$ cat config.mk
export PLATFORM = sky130hd
export DESIGN_NAME = seg7_scan_display
export DESIGN_NICKNAME = d
export VERILOG_FILES = /design/src/rtl/seg7_scan_display.sv
export SDC_FILE = /design/constraint.sdc
export NUM_CORES = 1
export LEC_CHECK = 0
export ABC_CLOCK_PERIOD_IN_PS = 3300
export BUFFER_PORTS_ARGS = -buffer_cell sky130_fd_sc_hd__buf_2
export CORE_AREA = 2 2 72 74
export CTS_CLUSTER_SIZE = 8
export DETAILED_ROUTE_END_ITERATION = 8
export DIE_AREA = 0 0 74 76
export GPL_TIMING_DRIVEN = 0
export HOLD_SLACK_MARGIN = 0.12
export PLACE_DENSITY_LB_ADDON = 0.25
export SYNTH_ARGS = -nofsm -noshare
export SYNTH_HDL_FRONTEND = slang
export SYNTH_SLANG_ARGS = --single-unit
$ cat constraint.sdc
create_clock -name clk -period 3.3 [get_ports clk]
set_clock_uncertainty 0.05 [all_clocks]
set_input_delay 0 -clock clk [delete_from_list [all_inputs] [get_ports clk]]
set_output_delay 0 -clock clk [all_outputs]
set_load 0.005 [all_outputs]
$ cat src/rtl/seg7_scan_display.sv
// Rebuilds a 4-digit BCD value from a time-multiplexed digit bus and scans a
// common-anode 4-digit 7-segment display with anti-ghost and leading-zero blanking.
module seg7_scan_display #(
    parameter int REFRESH_DIV  = 50,
    parameter int BLANK_CYCLES = 2,
    parameter int SEL_LAG      = 1,
    parameter int BLANK_LZ     = 1
) (
    input  logic       clk,
    input  logic       rst,
    input  logic [3:0] digit_in,
    input  logic [1:0] digit_sel,
    input  logic       react,
    output logic [6:0] seg,
    output logic       dp,
    output logic [3:0] an,
    output logic       frame_commit
);

    localparam int CW = (REFRESH_DIV > 1) ? $clog2(REFRESH_DIV) : 1;

    // gfedcba, active-high; anything that is not BCD shows a dash
    function automatic logic [6:0] decode(input logic [3:0] d);
        logic [6:0] r;
        case (d)
            4'd0:    r = 7'h3F;
            4'd1:    r = 7'h06;
            4'd2:    r = 7'h5B;
            4'd3:    r = 7'h4F;
            4'd4:    r = 7'h66;
            4'd5:    r = 7'h6D;
            4'd6:    r = 7'h7D;
            4'd7:    r = 7'h07;
            4'd8:    r = 7'h7F;
            4'd9:    r = 7'h6F;
            default: r = 7'h40;
        endcase
        return r;
    endfunction

    logic [3:0]    shadow_q [4];
    logic [3:0]    display_q [4];
    logic          commit_pend_q;
    logic          frame_commit_q;
    logic [CW-1:0] cnt_q, cnt_d;
    logic [1:0]    idx_q, idx_d;
    logic [6:0]    seg_q, seg_d;
    logic          dp_q, dp_d;
    logic [3:0]    an_q, an_d;
    logic [1:0]    slot_s;
    logic          blank_s;
    logic          lz_blank_s;
    logic [3:0]    cur_digit_s;

    assign slot_s = digit_sel - 2'(SEL_LAG);

    // Shadow capture; a slot-3 capture arms the commit for the next clock
    always_ff @(posedge clk) begin
        if (rst) begin
            for (int i = 0; i < 4; i++) shadow_q[i] <= 4'd0;
            commit_pend_q <= 1'b0;
        end else begin
            shadow_q[slot_s] <= digit_in;
            commit_pend_q    <= (slot_s == 2'd3);
        end
    end

    // Whole-set commit: shadow[3] already holds the slot-3 digit at this point
    always_ff @(posedge clk) begin
        if (rst) begin
            for (int i = 0; i < 4; i++) display_q[i] <= 4'd0;
            frame_commit_q <= 1'b0;
        end else begin
            frame_commit_q <= commit_pend_q;
            if (commit_pend_q) begin
                for (int i = 0; i < 4; i++) display_q[i] <= shadow_q[i];
            end else begin
                for (int i = 0; i < 4; i++) display_q[i] <= display_q[i];
            end
        end
    end

    // Refresh counter and scan index next-state
    always_comb begin
        cnt_d = cnt_q + CW'(1);
        idx_d = idx_q;
        if (cnt_q == CW'(REFRESH_DIV - 1)) begin
            cnt_d = CW'(0);
            idx_d = idx_q + 2'd1;
        end else begin
            cnt_d = cnt_q + CW'(1);
        end
    end

    // Leading-zero test for the digit currently being scanned
    always_comb begin
        lz_blank_s = 1'b0;
        if (BLANK_LZ != 0) begin
            case (idx_q)
                2'd3:    lz_blank_s = (display_q[3] == 4'd0);
                2'd2:    lz_blank_s = (display_q[3] == 4'd0) && (display_q[2] == 4'd0);
                2'd1:    lz_blank_s = (display_q[3] == 4'd0) && (display_q[2] == 4'd0)
                                   && (display_q[1] == 4'd0);
                default: lz_blank_s = 1'b0;
            endcase
        end else begin
            lz_blank_s = 1'b0;
        end
    end

    assign blank_s     = (cnt_q < CW'(BLANK_CYCLES));
    assign cur_digit_s = display_q[idx_q];

    // Output next-state: all dark during the anti-ghost window
    always_comb begin
        an_d  = 4'hF;
        seg_d = 7'h7F;
        dp_d  = 1'b1;
        if (blank_s) begin
            an_d  = 4'hF;
            seg_d = 7'h7F;
            dp_d  = 1'b1;
        end else begin
            an_d  = ~(4'b0001 << idx_q);
            seg_d = lz_blank_s ? 7'h7F : ~decode(cur_digit_s);
            dp_d  = ~((idx_q == 2'd0) && react);
        end
    end

    // Scan state and registered outputs
    always_ff @(posedge clk) begin
        if (rst) begin
            cnt_q <= CW'(0);
            idx_q <= 2'd0;
            an_q  <= 4'hF;
            seg_q <= 7'h7F;
            dp_q  <= 1'b1;
        end else begin
            cnt_q <= cnt_d;
            idx_q <= idx_d;
            an_q  <= an_d;
            seg_q <= seg_d;
            dp_q  <= dp_d;
        end
    end

    assign seg          = seg_q;
    assign dp           = dp_q;
    assign an           = an_q;
    assign frame_commit = frame_commit_q;

endmodule

# Word-level counts from Yosys, hierarchy flattened
# Memories as Yosys holds them, arrays and structs flattened. A register that Yosys moved wholly into a read port is not among the register bits.
# Index checks and enable logic that the tools add are counted.
# Widths: inputs -> output; s select.
totals:
  out_inout_bits: 13
  reg_bits: 22
  mem_bits_rw: 32
  romBits: 112
  input_bits: 9
  word_cells: 68
  memories: 3
memory_table:
  columns: ["name", "depth", "word_bits", "read_ports", "rd_clocked_by_memory_dff", "wr", "line", "rtl"]
  rows:
  - ["(name not given)", 16, 7, 1, 0, 0, "25", "case (d)"]
  - ["display_q", 4, 4, 4, 1, 4, "42", "logic [3:0] display_q [4];"]
  - ["shadow_q", 4, 4, 4, 0, 4, "41", "logic [3:0] shadow_q [4];"]
classes:
  mux: 24
  bitwise: 11
  n_addsub: 3
  shift: 1
  eq_ne: 6
  n_reduce_logical: 12
  n_lt_le_gt_ge: 1
op_table:
  columns: ["operator", "count"]
  rows:
  - ["$mux 4", 9]
  - ["$logic_not 4->1", 3]
  - ["$mux 1", 10]
  - ["$or 1x1->1", 8]
  - ["$mux 7", 1]
  - ["$not 7->7", 1]
  - ["$add 6x1->6 const B", 1]
  - ["$eq 2x2->1 const B", 3]
  - ["$eq 6x6->1 const B", 1]
  - ["$lt 6x2->1 const B", 1]
  - ["$mux 2", 3]
  - ["$not 4->4", 1]
  - ["$reduce_or 2->1", 2]
  - ["$reduce_or 4->1", 1]
  - ["$shl 1x2->4 const A", 1]
  - ["$logic_and 1x1->1", 3]
  - ["$pmux 1 s3", 1]
  - ["$reduce_or 3->1", 1]
  - ["$add 2x1->2 const B", 1]
  - ["$eq 2x1->1 const B", 1]
  - ["$logic_not 2->1", 1]
  - ["$reduce_and 2->1", 1]
  - ["$sub 2x1->2 const B", 1]
  - ["$ne 0x0->1", 1]
  - ["$not 1->1", 1]

# Depth between registers and ports, before layout
# Gate-level depths: netlist of the first run.
logic_depth:
  depth_word: 5
  ltp_mapped: 7
  depth_no_buf: 7

# Worst setup path after synthesis of the first run
# Ideal clock, no wire load.
synth_timing:
  path_type: "reg2reg"
  from: "reg (tool-made name)"
  to: "reg seg_q[1], in the netlist seg[1]"
  setup_ps: 124
  slack_ps: 1533
  required_time_ps: 3126
  path_stages_with_launch: 6
  path_buffers: 0
  arrival_ps: 1592
  period_less_slack_ps: 1767
  cell_sequence: "dfxtp_1 > mux4_1 > inv_1 > ha_1 > o21ai_0 > nand2_1"
synth_rtl:
  columns: ["item", "line", "rtl"]
  rows:
  - ["to (signal assigned)", "142", "seg_q <= seg_d;"]
  - ["to (decl)", "47", "logic [6:0] seg_q, seg_d;"]

# Final worst setup path of the first run
layout_timing:
  from: "reg idx_q[1]"
  to: "reg seg_q[3], in the netlist seg[3]"
layout_between:
  elab_chain_len: 3
  word_cells_on_any_way: 5
  cone_classes: "eq/ne (3); mux (1); reduce/logical (1)"
layout_lines:
  columns: ["item", "line", "rtl"]
  rows:
  - ["from (decl)", "46", "logic [1:0] idx_q, idx_d;"]
  - ["from (signal assigned)", "140", "idx_q <= idx_d;"]
  - ["$eq 2x1->1 / $eq 2x2->1 (equally long branches)", "99", "case (idx_q)"]
  - ["$pmux 1 s3 *", "99", null]
  - ["$reduce_or 3->1 (no line) *", null, null]
# Every way passes the cells marked *; elsewhere a longest branch is shown, timed or not.
# A chain may end at the register's enable or synchronous reset.

==> impl_metrics.json, run 1 <==
{
  "irDropWorstVdd_mv": 0.334,
  "path_max_fanout": 4,
  "grt_pass1_wl_um": 6460,
  "hold_buffers": 10,
  "setup_viol": 0,
  "wl_um": 3630,
  "arrival_ps": 2080,
  "drive_gt1_share_pct": 15.3,
  "crit_type": "reg -> reg",
  "syn_area_um2": 2330,
  "synth_top_area_share_pct": 41.2,
  "nNetsFinal": 250,
  "clockBufferDepth": 2,
  "ys.flop_type": "edfxtp_1",
  "fin_total_pwr_mw": 1.34,
  "ant_nets": 0,
  "ys_warn_count": 0,
  "diodes": 0,
  "start_util_pct": 47.4,
  "crit_family": "compound AO/OA/AOI/OAI gates",
  "power.leakage_nw": 1.10,
  "antenna_found_initial": 0,
  "grtUsageTotal_pct": 15.2,
  "cap_violations": 0,
  "postCtsResizedCells": 0,
  "drc": 0,
  "dp_hpwl_um": 2690,
  "cts-root-buf": "clkbuf_8",
  "cts_made_buffers": 5,
  "dieArea_um2": 5620,
  "clock-sinks": 56,
  "synth_edf_count": 32,
  "netlist-cell-type-count": 33,
  "cts_tree": "yes",
  "hold_class": "reg -> reg",
  "die_h_um": 76,
  "globalplace.congestion": 0.769,
  "tns_ps": 0,
  "layout_commonest_cell": "edfxtp_1",
  "gr-total-overflow": 0,
  "place_ws_ps": 1410,
  "rows": 26,
  "period_needed_ps": 1900,
  "status": "completed",
  "syn_avg_cell_area_um2": 12.3,
  "synth_area_leaders": "edfxtp_1 41%, dfxtp_1 21%, ha_1 7.0%",
  "vias": 1381,
  "cts_setup_buffers": 0,
  "die_x_um": 74,
  "grt_pass1_vias": 1402,
  "areaGrowthSynthToFinish_pct": 17.2,
  "power_density_nw_per_um2": 491,
  "tightest_slew_ps": 430,
  "ys_ff_latch": 56,
  "post-route-period-util_pct": 57.6,
  "cpPeakStageDelay_ps": 450,
  "crit_path_end_kind": "flip-flop",
  "cp.required_ps": 3480,
  "fmax_mhz": 526,
  "clkTransAtPathRegs_ps": 90,
  "relSlewSlack_pct": 71.3,
  "synthArstFlopShare_pct": 0,
  "grt_max_degree": 17,
  "num-fill-cells": 440,
  "hold_ws_ps": 426,
  "layout_setup_ws_ps": 1400,
  "clk_latency_ps": 300,
  "slew_violations": 0,
  "layout_common_cells": "32 x edfxtp_1, 29 x nor2_1, 24 x dfxtp_1",
  "core-area_um2": 4910,
  "num_io_pins": 22,
  "start_kind": "flip-flop",
  "avgRoutedWirePerCell_um": 12.1,
  "cp_cell_sequence": "inv_1 -> ha_1 -> or4b_1 -> o21ai_1 -> a21oi_1 -> a32oi_1",
  "yosysTopAreaCell": "edfxtp_1",
  "synthesis.nets": 212,
  "syn-instance-count": 190,
  "portBuffers": 21,
  "drt-initial-drc-count": 33,
  "yosysSeqAreaShare_pct": 61.9,
  "critPathBufInv": 1,
  "rsz0062_at_grt": "no",
  "finalHoldViolCount": 0,
  "vias_per_cell": 4.62,
  "crit_path_top_delay_cell": "or4b_1",
  "h-tree-depth": 2,
  "dr.pass1.iters": 4
}
-- logic make-up after synthesis --
| group | synth area share, % |
|---|---|
| DFF | 61.9 |
| AOI/OAI and AO/OA | 5.26 |
| xor gates and xnor gates | 1.88 |
| and+or+nand+nor | 17.0 |
| muxes | 4.46 |
| buffers and inverters | 2.58 |
| adders and majority gates | 6.98 |
-- through the flow --
step,cells,cell area (um2),utilization (%)
final,299,2730,55.6
after global routing,299,2730,55.6
after CTS,299,2730,55.6
after detailed placement,281,2520,51.3
after global placement,281,2520,51.3
after floorplan,190,2330,-
-- worst register-to-register path, cell delays in order, from the launching register on --
cell and delay, ps:
dfxtp_1 350, inv_1 110, ha_1 200, or4b_1 450, o21ai_1 300, a21oi_1 170, a32oi_1 210
-- flip-flops by register name (all words and copies together) (netlist names), named ones only --
register and cells:
idx_q 2, shadow_q 16, frame_commit 1, seg 7
cnt_q 6, an 4, commit_pend_q 1, display_q 16
dp 1
-- final cells by class --
class	count	area (um2)	area share, %
multi-input cells	118	828	30.3
plain buffers	3	11.3	0.412
repair buffers	31	205	7.52
flip-flops and latches	56	1440	52.8
inverters	13	48.8	1.79
clock inverters	2	35.0	1.28
well taps	70	87.6	3.21
clock buffers	6	72.6	2.66
-- path summary, 6_finish.rpt --
kind | cells after the start | startpoint | to | slack (ps)
worst max register to register | 6 | idx_q[1]$_SDFFE_PP0P_ | seg[3]$_SDFF_PP1_ | 1400
worst min register to register | 1 | cnt_q[0]$_SDFF_PP0_ | cnt_q[0]$_SDFF_PP0_ | 430
worst min-delay path | 1 | cnt_q[0]$_SDFF_PP0_ | cnt_q[0]$_SDFF_PP0_ | 430
worst max-delay path | 6 | idx_q[1]$_SDFFE_PP0P_ | seg[3]$_SDFF_PP1_ | 1400
-- cells in the mapped netlist (4+ instances only) --
library cell	n
nand2b_1	10
inv_1	13
a21oi_1	4
dfxtp_1	24
nand2_1	8
ha_1	13
nor2_1	29
edfxtp_1	32
nor2b_1	10
and2_1	9
-- routing by layer --
layer | vias to the layer above | track usage (%) | share of wire, %
li1 | 718 | - | -
met5 | - | 0 | 0
met3 | 6 | 3.97 | 3.5
met4 | 0 | 5.45 | 1.5
met1 | 628 | 17.1 | 42
met2 | 29 | 27.1 | 53
-- power breakdown --
part / internal (mW) / switching (mW)
sequential: 0.785 / 0.0145
combinational: 0.0508 / 0.0618
clock: 0.225 / 0.204
Note: power is estimated with default switching activity, not from simulation.
==> inputs of run 2 (changes only) <==
--- a/config.mk
+++ b/config.mk
@@ -5,7 +5,7 @@
 export SDC_FILE = /design/constraint.sdc
 export NUM_CORES = 1
 export LEC_CHECK = 0
-export ABC_CLOCK_PERIOD_IN_PS = 3300
+export ABC_CLOCK_PERIOD_IN_PS = 1600
 export BUFFER_PORTS_ARGS = -buffer_cell sky130_fd_sc_hd__buf_2
 export CORE_AREA = 2 2 72 74
 export CTS_CLUSTER_SIZE = 8
==> constraint.sdc (replaced) <==
create_clock -name clk -period 1.6 [get_ports clk]
set_clock_uncertainty 0.05 [all_clocks]
set_input_delay 0 -clock clk [delete_from_list [all_inputs] [get_ports clk]]
set_output_delay 0 -clock clk [all_outputs]
set_load 0.005 [all_outputs]
==> impl_metrics.json, run 2 (synthesized netlist as in run 1, its figures left out) <==
{
  "cp_cell_sequence": "mux4_2 -> a21o_1 -> a211oi_4 -> a22oi_1",
  "start_kind": "flip-flop",
  "cpPeakStageDelay_ps": 580,
  "layout_setup_ws_ps": -99.1,
  "fmax_mhz": 589,
  "crit_path_top_delay_cell": "mux4_2",
  "cts_tree": "yes",
  "multi_input_area_um2": 888,
  "crit_path_end_kind": "flip-flop",
  "antenna_found_initial": 0,
  "start_util_pct": 47.4,
  "drt-initial-drc-count": 44,
  "arrival_ps": 1840,
  "crit_type": "reg -> reg",
  "grtUsageTotal_pct": 14.5,
  "drc": 0,
  "dp_hpwl_um": 2520,
  "rows": 26,
  "hold_class": "in -> reg",
  "dr.pass1.iters": 4,
  "h-tree-depth": 2,
  "areaGrowthSynthToFinish_pct": 21.2,
  "rsz0062_at_grt": "yes",
  "period_needed_ps": 1700,
  "regArea_um2": 1450,
  "cp.required_ps": 1740,
  "power_density_nw_per_um2": 936,
  "layout_common_cells": "32 x edfxtp_1, 29 x nor2_1, 22 x dfxtp_1",
  "vias_per_cell": 4.56,
  "path_max_fanout": 6,
  "clk_latency_ps": 300,
  "gr-total-overflow": 0,
  "wl_um": 3560,
  "irDropWorstVdd_mv": 0.631,
  "tns_ps": -292,
  "setup_viol": 5,
  "nNetsFinal": 257,
  "globalplace.congestion": 0.729,
  "clock-sinks": 56,
  "clkTransAtPathRegs_ps": 90,
  "die_h_um": 76,
  "tightest_slew_ps": 434,
  "place_ws_ps": -99.2,
  "portBuffers": 21,
  "num_io_pins": 22,
  "drive_gt1_share_pct": 25.8,
  "clockBufferDepth": 2,
  "layout_commonest_cell": "edfxtp_1",
  "grt_max_degree": 17,
  "finalHoldViolCount": 0,
  "ant_nets": 0,
  "relSlewSlack_pct": 71.1,
  "die_x_um": 74,
  "slew_violations": 0,
  "avgRoutedWirePerCell_um": 11.6,
  "cts_made_buffers": 5,
  "dieArea_um2": 5620,
  "post-route-period-util_pct": 106,
  "diodes": 0,
  "num-fill-cells": 423,
  "vias": 1395,
  "grt_pass1_wl_um": 6160,
  "violations": "setup timing",
  "grt_pass1_vias": 1369,
  "cap_violations": 0,
  "fin_total_pwr_mw": 2.64,
  "status": "finished, violations left",
  "cts-root-buf": "clkbuf_8",
  "power.leakage_nw": 1.13,
  "core-area_um2": 4910
}
==> run 2: cell count changes in the layout (fill, tap and decap cells not counted), moves of 3 or more <==
cell | previous run | this run
ha_2 | 0 | 3
inv_2 | 0 | 4
ha_1 | 13 | 9
buf_4 | 0 | 8
inv_1 | 13 | 8
==> run 2: path summary, 6_finish.rpt <==
| check | start | to | depth (start not counted) | slack (ps) |
|---|---|---|---|---|
| worst min-delay path | react | dp$_SDFF_PP1_ | 3 | 360 |
| worst max register to register | flip-flop | seg[5]$_SDFF_PP1_ | 4 | -100 |
| worst max-delay path | flip-flop | seg[5]$_SDFF_PP1_ | 4 | -100 |
| worst min register to register | cnt_q[0]$_SDFF_PP0_ | cnt_q[0]$_SDFF_PP0_ | 1 | 430 |
==> run 2: final cells by class <==
| type | instances | area share, % |
|---|---|---|
| sequential | 56 | 51.2 |
| multi-input combinational | 118 | 31.5 |
| timing repair buffer | 38 | 9.04 |
| tap | 70 | 3.10 |
| clock buffer | 6 | 2.57 |
| inverter | 13 | 1.82 |
| clock inverter | 2 | 0.399 |
| buffer | 3 | 0.399 |
==> run 2: report_power, final <==
part           internal [mW]  switching, mW  total, mW
Sequential              1.62         0.0293       1.65
Combinational          0.128          0.139      0.267
Clock                  0.304          0.425      0.729
Total                   2.05          0.593       2.64
==> run 2: timing repair <==
item	in CTS	in global routing
pin swaps	4	7
hold buffers	9	0
gates resized for setup	4	10
buffers inserted	3	5
gates cloned	0	0
endpoints found under the setup margin	7	27
hold endpoints to repair	27	0
==> run 2: worst max-delay path: cells and delay by family (launching register included) <==
| family | cells | cell delay (ps) |
|---|---|---|
| DFF | 1 | 400 |
| muxes | 1 | 580 |
| AOI/OAI and AO/OA | 3 | 560 |
==> run 2: metrics by stage <==
step	cells	hold WS, ps	utilization (%)	instance area, um2
finish	306	363	57.5	2820
global route	306	414	57.5	2820
CTS	301	357	56.0	2750
detailed placement	281	148	51.7	2540
global placement	281	146	51.7	2540
floorplan	190	34.2	-	2350
==> run 2: per-layer routing <==
| layer | part of all wire (%) | routed length (um) | global-route usage (%) | vias to the layer above |
|---|---|---|---|---|
| met1 | 43 | 1540 | 17.1 | 634 |
| met3 | 3.5 | 126 | 3.97 | 7 |
| met5 | 0 | 0 | 0 | - |
| li1 | - | - | - | 730 |
| met4 | 1.7 | 61 | 5.45 | 0 |
| met2 | 52 | 1830 | 24.6 | 24 |
==> inputs of run 3 (changes only) <==
--- a/config.mk
+++ b/config.mk
@@ -5,15 +5,17 @@
 export SDC_FILE = /design/constraint.sdc
 export NUM_CORES = 1
 export LEC_CHECK = 0
+export ABC_AREA = 1
 export ABC_CLOCK_PERIOD_IN_PS = 1600
 export BUFFER_PORTS_ARGS = -buffer_cell sky130_fd_sc_hd__buf_2
-export CORE_AREA = 2 2 72 74
+export CORE_AREA = 2 2 75 77
 export CTS_CLUSTER_SIZE = 8
 export DETAILED_ROUTE_END_ITERATION = 8
-export DIE_AREA = 0 0 74 76
+export DIE_AREA = 0 0 77 79
 export GPL_TIMING_DRIVEN = 0
 export HOLD_SLACK_MARGIN = 0.12
 export PLACE_DENSITY_LB_ADDON = 0.25
+export REMOVE_ABC_BUFFERS = 1
 export SYNTH_ARGS = -nofsm -noshare
 export SYNTH_HDL_FRONTEND = slang
 export SYNTH_SLANG_ARGS = --single-unit
==> impl_metrics.json, run 3 <==
{
  "rows": 27,
  "layout_commonest_cell": "nor2_1",
  "hold_class": "in -> reg",
  "grt_max_degree": 18,
  "hold_ws_ps": 213,
  "tightest_slew_ps": 627,
  "irDropWorstVdd_mv": 0.526,
  "start_kind": "flip-flop",
  "ys.flop_type": "edfxtp_1",
  "portBuffers": 21,
  "synth_common_cells": "51 x nor2_1, 46 x nand2_1, 45 x inv_1",
  "cts_made_buffers": 5,
  "layout_common_cells": "51 x nor2_1, 44 x inv_1, 43 x nand2_1",
  "slew_violations": 0,
  "min-delay-start": "rst",
  "drt-initial-drc-count": 41,
  "ys_ff_latch": 56,
  "grt_pass1_vias": 1605,
  "clockBufferDepth": 2,
  "clkTransAtPathRegs_ps": 100,
  "nNetsFinal": 328,
  "power.leakage_nw": 1.34,
  "status": "completed",
  "num_io_pins": 22,
  "post-place-cells": 350,
  "crit_path_top_delay_cell": "dfxtp_4",
  "die_x_um": 77,
  "yosysSeqAreaShare_pct": 58.0,
  "areaGrowthSynthToFinish_pct": 21.3,
  "cp.required_ps": 1750,
  "clock-sinks": 56,
  "crit_type": "reg -> reg",
  "dp_hpwl_um": 2770,
  "layout_setup_ws_ps": 23.5,
  "die_h_um": 79,
  "grt_pass1_wl_um": 6820,
  "ant_nets": 0,
  "core-area_um2": 5340,
  "crit_path_end_kind": "flip-flop",
  "clk_latency_ps": 310,
  "cts_tree": "yes",
  "synth_top_area_share_pct": 38.7,
  "gr-total-overflow": 0,
  "place_ws_ps": -325,
  "synthArstFlopShare_pct": 0,
  "netlist-cell-type-count": 25,
  "globalplace.congestion": 0.818,
  "path_max_fanout": 8,
  "power_density_nw_per_um2": 896,
  "diodes": 0,
  "cpPeakStageDelay_ps": 430,
  "yosysTopAreaCell": "edfxtp_1",
  "start_util_pct": 46.6,
  "instances_no_fill": 379,
  "ys_warn_count": 0,
  "drive_gt1_share_pct": 23.5,
  "dr.pass1.iters": 4,
  "syn-instance-count": 260,
  "rsz0062_at_grt": "yes",
  "cts-root-buf": "clkbuf_8",
  "setup_viol": 0,
  "cp_cell_sequence": "inv_6 -> nand2_4 -> a32oi_2 -> buf_4 -> ha_1 -> nand3b_1 -> nand3_1 -> nand2_1 -> inv_1 -> nand2_1",
  "r2r_setup_slack_ps": 20,
  "arrival_ps": 1720,
  "grtUsageTotal_pct": 14.2,
  "post-route-period-util_pct": 98.5,
  "antenna_found_initial": 0,
  "yosysMostFrequentCell": "nor2_1",
  "vias": 1675,
  "avgRoutedWirePerCell_um": 10.8,
  "vias_per_cell": 4.42,
  "period_needed_ps": 1580,
  "syn_avg_cell_area_um2": 9.56,
  "wl_um": 4090,
  "relSlewSlack_pct": 58.1,
  "crit_top_cell": "nand2_1",
  "dieArea_um2": 6080,
  "finalHoldViolCount": 0,
  "cap_violations": 0,
  "h-tree-depth": 2,
  "drc": 0,
  "synth_edf_count": 32,
  "syn_area_um2": 2480,
  "fmax_mhz": 634,
  "synth_area_leaders": "edfxtp_1 39%, dfxtp_1 19%, nor2_1 7.7%"
}
[run 3: cell type report]
type / instances / area, um2
multi-input cells: 152 / 906
well taps: 72 / 90.1
inverters: 49 / 191
clock buffers: 5 / 68.8
flip-flops and latches: 56 / 1450
fillers: 494 / 2320
repair buffers: 42 / 290
clock inverters: 3 / 17.5
[run 3: kinds of logic after synthesis]
family / after synthesis / share of synthesized area (%)
and+or+nand+nor: 130 / 24.3
buffers and inverters: 52 / 8.41
DFF: 56 / 58.0
xor gates and xnor gates: 4 / 1.41
adders and majority gates: 13 / 6.55
AOI/OAI and AO/OA: 5 / 1.31
[run 3: stage by stage]
stage / instance area (um2) / setup TNS [ps] / util (%) / power [mW]
2_1_floorplan: 2460 / -231 / - / 1.85
3_3_place_gp: 2660 / -1250 / 49.8 / 1.91
3_5_place_dp: 2660 / -1370 / 49.8 / 1.92
4_1_cts: 2960 / 0 / 55.5 / 2.70
5_1_grt: 3010 / -801 / 56.5 / 2.83
6_report: 3010 / 0 / 56.5 / 2.70
[run 3: routing by layer]
layer	vias up	part of all wire, %	global-route usage, %
met2	32	52	27.0
met4	0	2.0	5.18
li1	896	-	-
met1	737	42	15.0
met5	-	0	0
met3	10	3.6	3.86
[run 3: critical path, delay by kind of cell, from the launching register on]
family	cells	cell delay [ps]
flip-flops	1	430
AND/OR/NAND/NOR	5	410
AO/OA/AOI/OAI	1	110
buffers and inverters	3	270
adder cells (fa/ha/maj)	1	180
[run 3: report_power, final]
| part | switching [mW] | internal, mW |
|---|---|---|
| sequential | 0.0310 | 1.61 |
| combinational | 0.170 | 0.121 |
| clock | 0.457 | 0.307 |
[run 3: final timing paths]
path	end	cells past startpoint
setup / recovery	seg[5]$_SDFF_PP1_	10
hold / removal	shadow_q[2][1]$_SDFFCE_PN0P_	4
setup reg to reg	seg[5]$_SDFF_PP1_	10
hold reg to reg	frame_commit$_SDFF_PP0_	2
[run 3: what timing repair did]
item / in CTS / in global routing
hold buffers: 11 / 0
setup buffers: 8 / 2
hold endpoints to repair: 27 / 0
gates resized for setup: 11 / 10
pin swaps: 4 / 6
setup endpoints to repair: 7 / 15
